### src/rtl/gpio_core_param.sv
// rtl/gpio_core_param.sv - parametrised GPIO pin core (input sync/filter, interrupt detect, out/oe regs)
// Optional glitch filter stage is built only when GPIO_INPUT_FILTER_EN is defined.
module gpio_core_param #(
    parameter int NUM_PINS      = 32,
    parameter int SYNC_STAGES   = 2,
    parameter int FILTER_CYCLES = 16
) (
    input  logic                clk_i,
    input  logic                rst_i,
    input  logic [NUM_PINS-1:0] cio_gpio_i,
    output logic [NUM_PINS-1:0] cio_gpio_o,
    output logic [NUM_PINS-1:0] cio_gpio_en_o,
    input  logic                out_we,
    input  logic [NUM_PINS-1:0] out_wd,
    input  logic                out_mwe,
    input  logic [NUM_PINS-1:0] out_mask,
    input  logic [NUM_PINS-1:0] out_md,
    input  logic                oe_we,
    input  logic [NUM_PINS-1:0] oe_wd,
    input  logic                oe_mwe,
    input  logic [NUM_PINS-1:0] oe_mask,
    input  logic [NUM_PINS-1:0] oe_md,
    input  logic [NUM_PINS-1:0] filter_en,
    input  logic [NUM_PINS-1:0] en_rise,
    input  logic [NUM_PINS-1:0] en_fall,
    input  logic [NUM_PINS-1:0] en_hi,
    input  logic [NUM_PINS-1:0] en_lo,
    input  logic [NUM_PINS-1:0] intr_enable,
    input  logic                intr_clr_we,
    input  logic [NUM_PINS-1:0] intr_clr_wd,
    input  logic                intr_test_we,
    input  logic [NUM_PINS-1:0] intr_test_wd,
    output logic [NUM_PINS-1:0] data_in_o,
    output logic [NUM_PINS-1:0] intr_state_o,
    output logic [NUM_PINS-1:0] intr_o
);

    logic [SYNC_STAGES-1:0][NUM_PINS-1:0] sync_q;
    logic [NUM_PINS-1:0] sync_out;
    logic [NUM_PINS-1:0] data_in_d;
    logic [NUM_PINS-1:0] data_in_q;
    logic [NUM_PINS-1:0] prev_q;
    logic [NUM_PINS-1:0] intr_state_q;
    logic [NUM_PINS-1:0] out_q;
    logic [NUM_PINS-1:0] oe_q;
    logic [NUM_PINS-1:0] out_d;
    logic [NUM_PINS-1:0] oe_d;
    logic [NUM_PINS-1:0] rise;
    logic [NUM_PINS-1:0] fall;
    logic [NUM_PINS-1:0] intr_set;
    logic [NUM_PINS-1:0] intr_clr;

    always_ff @(posedge clk_i or posedge rst_i) begin
        if (rst_i) begin
            sync_q <= '0;
        end else begin
            sync_q <= {sync_q[SYNC_STAGES-2:0], cio_gpio_i};
        end
    end

    assign sync_out = sync_q[SYNC_STAGES-1];

`ifdef GPIO_INPUT_FILTER_EN
    localparam int CW = $clog2(FILTER_CYCLES + 1);
    localparam logic [CW-1:0] CNT_MAX = CW'(FILTER_CYCLES);
    // Compared against the pre-increment count, so the value is accepted once
    // the incremented count reaches FILTER_CYCLES-1 (FILTER_CYCLES stable samples).
    localparam logic [CW-1:0] CNT_HIT = CW'(FILTER_CYCLES - 2);

    logic [NUM_PINS-1:0][CW-1:0] flt_cnt_q;
    logic [NUM_PINS-1:0]         flt_cand_q;
    logic [NUM_PINS-1:0]         flt_val_q;

    // Counters run regardless of filter_en so switching modes introduces no artefacts.
    always_ff @(posedge clk_i or posedge rst_i) begin
        if (rst_i) begin
            flt_cnt_q  <= '0;
            flt_cand_q <= '0;
            flt_val_q  <= '0;
        end else begin
            for (int i = 0; i < NUM_PINS; i++) begin
                if (sync_out[i] != flt_cand_q[i]) begin
                    flt_cand_q[i] <= sync_out[i];
                    flt_cnt_q[i]  <= '0;
                end else if (flt_cnt_q[i] != CNT_MAX) begin
                    flt_cnt_q[i] <= flt_cnt_q[i] + CW'(1);
                    if (flt_cnt_q[i] == CNT_HIT) begin
                        flt_val_q[i] <= flt_cand_q[i];
                    end
                end
            end
        end
    end

    assign data_in_d = (filter_en & flt_val_q) | (~filter_en & sync_out);
`else
    logic unused_filter_en;
    assign unused_filter_en = ^filter_en;
    assign data_in_d        = sync_out;
`endif

    assign rise     = data_in_q & ~prev_q;
    assign fall     = ~data_in_q & prev_q;
    assign intr_set = (en_rise & rise) | (en_fall & fall) | (en_hi & data_in_q)
                    | (en_lo & ~data_in_q) | (intr_test_we ? intr_test_wd : '0);
    assign intr_clr = intr_clr_we ? intr_clr_wd : '0;

    // Direct write lands first; a same-cycle masked write then edits that result.
    always_comb begin
        out_d = out_we ? out_wd : out_q;
        oe_d  = oe_we ? oe_wd : oe_q;
        if (out_mwe) begin
            out_d = (out_d & ~out_mask) | (out_md & out_mask);
        end
        if (oe_mwe) begin
            oe_d = (oe_d & ~oe_mask) | (oe_md & oe_mask);
        end
    end

    always_ff @(posedge clk_i or posedge rst_i) begin
        if (rst_i) begin
            data_in_q    <= '0;
            prev_q       <= '0;
            intr_state_q <= '0;
            out_q        <= '0;
            oe_q         <= '0;
        end else begin
            data_in_q    <= data_in_d;
            prev_q       <= data_in_q;
            intr_state_q <= (intr_state_q & ~intr_clr) | intr_set;
            out_q        <= out_d;
            oe_q         <= oe_d;
        end
    end

    assign data_in_o     = data_in_q;
    assign intr_state_o  = intr_state_q;
    assign intr_o        = intr_state_q & intr_enable;
    assign cio_gpio_o    = out_q;
    assign cio_gpio_en_o = oe_q;

endmodule

### config.mk
export PLATFORM = sky130hd
export DESIGN_NAME = gpio_core_param
export DESIGN_NICKNAME = d
export VERILOG_FILES = /design/src/rtl/gpio_core_param.sv
export SDC_FILE = /design/constraint.sdc
export NUM_CORES = 1
export LEC_CHECK = 0
export CAP_MARGIN = 20
export CORE_AREA = 2 2 249 251
export DETAILED_ROUTE_END_ITERATION = 12
export DIE_AREA = 0 0 251 253
export RECOVER_POWER = 25
export REMOVE_ABC_BUFFERS = 1
export SLEW_MARGIN = 40
export SYNTH_ARGS = -nofsm -noshare
export SYNTH_HDL_FRONTEND = slang
export SYNTH_SLANG_ARGS = --single-unit
### constraint.sdc
create_clock -name clk_i -period 24.7 [get_ports clk_i]
set_input_delay 6.175 -clock clk_i [delete_from_list [all_inputs] [get_ports clk_i]]
set_output_delay 6.175 -clock clk_i [all_outputs]
set_load 0.05 [all_outputs]
## After elaboration in Yosys (flattened, before gate mapping)

Index checks and enable logic that the tools add are counted.

- Mux-type cells: 6
- Bitwise logic cells: 24

Operators by type and width:

| kind | number |
|---|---|
| 32-bit bitwise AND | 12 |
| 32-bit bitwise OR | 7 |
| 32-bit two-way mux | 6 |
| 32-bit NOT | 5 |

- Flip-flop bits (word level): 224
- Logic and storage cells: 37

## Depth between registers and ports, before layout

- Depth in word-level cells: 8
- Gate-level depth with buffers: 4
- Mapped depth without buffers: 3

## Worst setup path after synthesis

Ideal clock, no wire load.

- Path kind: input to output
- From: in intr_enable[0]
- To: out intr_o[0]
- Arrival time: 6,587 ps
- Setup slack: 11,938 ps
- Stages on the path: 1
- Path buffers: 0
- Cells stage by stage: and2_1

- Word-level cells in the longest chain between the ends: 1

RTL lines:

| what | RTL line | source |
|---|---|---|
| from (decl) | 28 | `input logic [NUM_PINS-1:0] intr_enable,` |
| 32-bit bitwise AND | 138 | `assign intr_o = intr_state_q & intr_enable;` |
| to (decl) | 35 | `output logic [NUM_PINS-1:0] intr_o` |

Every way passes these cells.

## Final worst setup path

- From: in intr_enable[3]
- To: out intr_o[3]

The elaborated chain is that of the path after synthesis.

==> impl_metrics.ini <==
[clocking]
cts_tree = done
numCtsBuffers = 26
cts_num_sinks = 224
clock_latency_ps = 540
cts-root-buf = clkbuf_16
htree_num_levels = 1
cts_hold_buf = 0
cts_repair_resize_count = 0
cts_setup_buffers = 0
clock_path_buffers = 3
path_clk_slew_ps = 60

[timing]
fin_skew_ps = 5.49
slew_headroom_pct = -160
worstMarginPinSlew_ps = 3880
drv_slew = 80
hold_slack_ps = 341
finalHoldViolCount = 0
setup_tns_ps = 0
rsz0062_at_grt = no
setup_viol = 0
post-route-min-period_ps = 13850
finalCritPeriodShare_pct = 56.1
max_freq_mhz = 72.2

[worst_setup_path]
cp-start-kind = input pin
worst_r2r_startpoint = data_in_o[14]
cp_num_buf_inv = 2
path_class = in2out
critPathMaxFanout = 1
cp-end-kind = primary output
critPathMaxStageDelay_ps = 830
r2r-end = intr_state_o[14]
crit_family = buffers and inverters
worstPathArrival_ps = 7680
cp_common_cell = clkdlybuf4s50_1
r2r_cells = 2
crit_slowest_cell = clkdlybuf4s50_1
worstPathRequired_ps = 18520
path_depth = 3
crit_chain = clkdlybuf4s50_1 -> and2_1 -> clkdlybuf4s50_1
r2r_slack_ps = 23680

[min_path]
hp-start = data_in_d[26]
hold_path_end = data_in_o[26]
holdPathStages = 0
worst_hold_path_type = reg2reg

[placement]
io_buffers = 615
post-dp-hpwl_mm = 27.2
gp_congestion = 0.768

[pwr]
powerDensity_nw_per_um2 = 64.8
power_leakage_nw = 6.63
vdd_drop_max_mv = 0.0392

[global_routing]
grt_util_all_layers_pct = 10.3
grt_overflow = 0
grt_pass1_vias = 8633
grt_max_degree = 80
grt_pass1_wl_mm = 50.4
antenna_found_initial = 10

[floorplanning]
fp.dieH_um = 253
std_cell_rows = 91
ios = 648
start_util_pct = 14.2
core_um2 = 61000
die_w_um = 251
die-area_um2 = 63500

[yosys]
ys.warnings.count = 0
postSynthCellCount = 725
post_synth_num_cell_types = 16
avgSynthCellArea_um2 = 12.0
synth_area_um2 = 8670
ys_ff_latch = 224
ys_seq_area_share_pct = 64.6

[route]
postRouteAntennaNets = 0
dr.pass1.iters = 4
drt_iter0_markers = 333
vias_per_cell = 3.72
post_drt_wl_per_cell_um = 15.9
route.detailed.drc = 0
wirelength_mm = 34.4
num_vias = 8048

[cells_and_area]
syn2layout_area_growth_pct = 91.2
nets = 1841
layout-drive-gt1-share_pct = 4.01

[flow_run]
cap_violations = 1

[run_status]
status = finished with violations
violations = capacitance limit, slew limit
## sequential cells by signal (all words and copies together), names as in the netlist
name           cells
cio_gpio_o        32
prev_q            32
intr_state_o      32
data_in_d         32
cio_gpio_en_o     32
data_in_o         32
sync_q            32
## how the worst max path moves through the flow
stage | start | to | slack (ps)
6_report | intr_enable[3] | intr_o[3] | 10850
5_1_grt | intr_enable[3] | intr_o[3] | 10870
4_1_cts | intr_enable[3] | intr_o[3] | 10850
3_5_place_dp | intr_enable[3] | intr_o[3] | 10860
3_3_place_gp | intr_enable[3] | intr_o[3] | 10860
2_1_floorplan | intr_enable[0] | intr_o[0] | 11940
## placed cells by master, fill, tap and decap left out, types with 27 or more instances in the layout
master / instances
clkdlybuf4s50_1: 579
dfrtp_1: 224
nand2_1: 96
mux2i_1: 64
nor2_1: 64
a21oi_1: 64
dlygate4sd3_1: 33
a211oi_1: 32
nor2b_1: 32
nor3b_1: 32
a22oi_1: 32
and2_1: 32
o21ai_1: 30
clkbuf_16: 27
## layout make-up
cell class	instances	area (um^2)
antenna	3	7.51
tap	790	988
timing repair buffer	620	6190
inverter	1	5.00
clock buffer	31	721
clock inverter	17	224
fill	6392	44400
sequential	224	5610
multi-input combinational	480	2840
## stage by stage
stage / area, um^2 / setup slack (ps) / util (%) / cells / power (W)
2_1_floorplan: 8450 / 11940 / - / 705 / 0.000523
3_3_place_gp: 15600 / 10860 / 25.6 / 2115 / 0.000661
3_5_place_dp: 15600 / 10860 / 25.6 / 2115 / 0.000665
4_1_cts: 16600 / 10850 / 27.2 / 2163 / 0.00110
5_1_grt: 16600 / 10870 / 27.2 / 2166 / 0.00113
6_report: 16600 / 10850 / 27.2 / 2166 / 0.00107
## logic make-up after synthesis
family / share of synthesized area [%]
simple gates: 14.3
flops: 64.6
compound gates: 11.1
mux: 7.39
buf+inv: 2.60
## cells in the mapped netlist
cell,instances,share of area (%)
inv_1,1,0.043
nor3b_1,32,2.8
mux2i_1,64,7.4
a22oi_1,32,2.8
nor2_1,64,2.8
a211oi_1,32,2.8
o21ai_1,30,1.7
and2_1,32,2.3
dfrtp_1,224,65
nor2b_1,32,2.3
buf_2,9,0.52
o21ai_0,2,0.12
buf_6,5,0.65
nand2_1,96,4.2
buf_12,6,1.4
a21oi_1,64,3.7
## report_power, final
part | switching (W) | internal (W) | leakage [nW]
registers | 0.0000158 | 0.000392 | 2.51
logic | 0.000130 | 0.000117 | 3.65
clock network | 0.000160 | 0.000260 | 0.470
## routing by layer
metal	track usage [%]	up-vias	wire length, um	share of wire (%)
met1	10.9	3778	12600	37
met2	18.6	420	17300	50
met3	3.24	60	3180	9.3
li1	-	3782	-	-
met5	0	-	53	0.15
met4	4.32	8	1210	3.5
(Power assumes the default switching activity.)
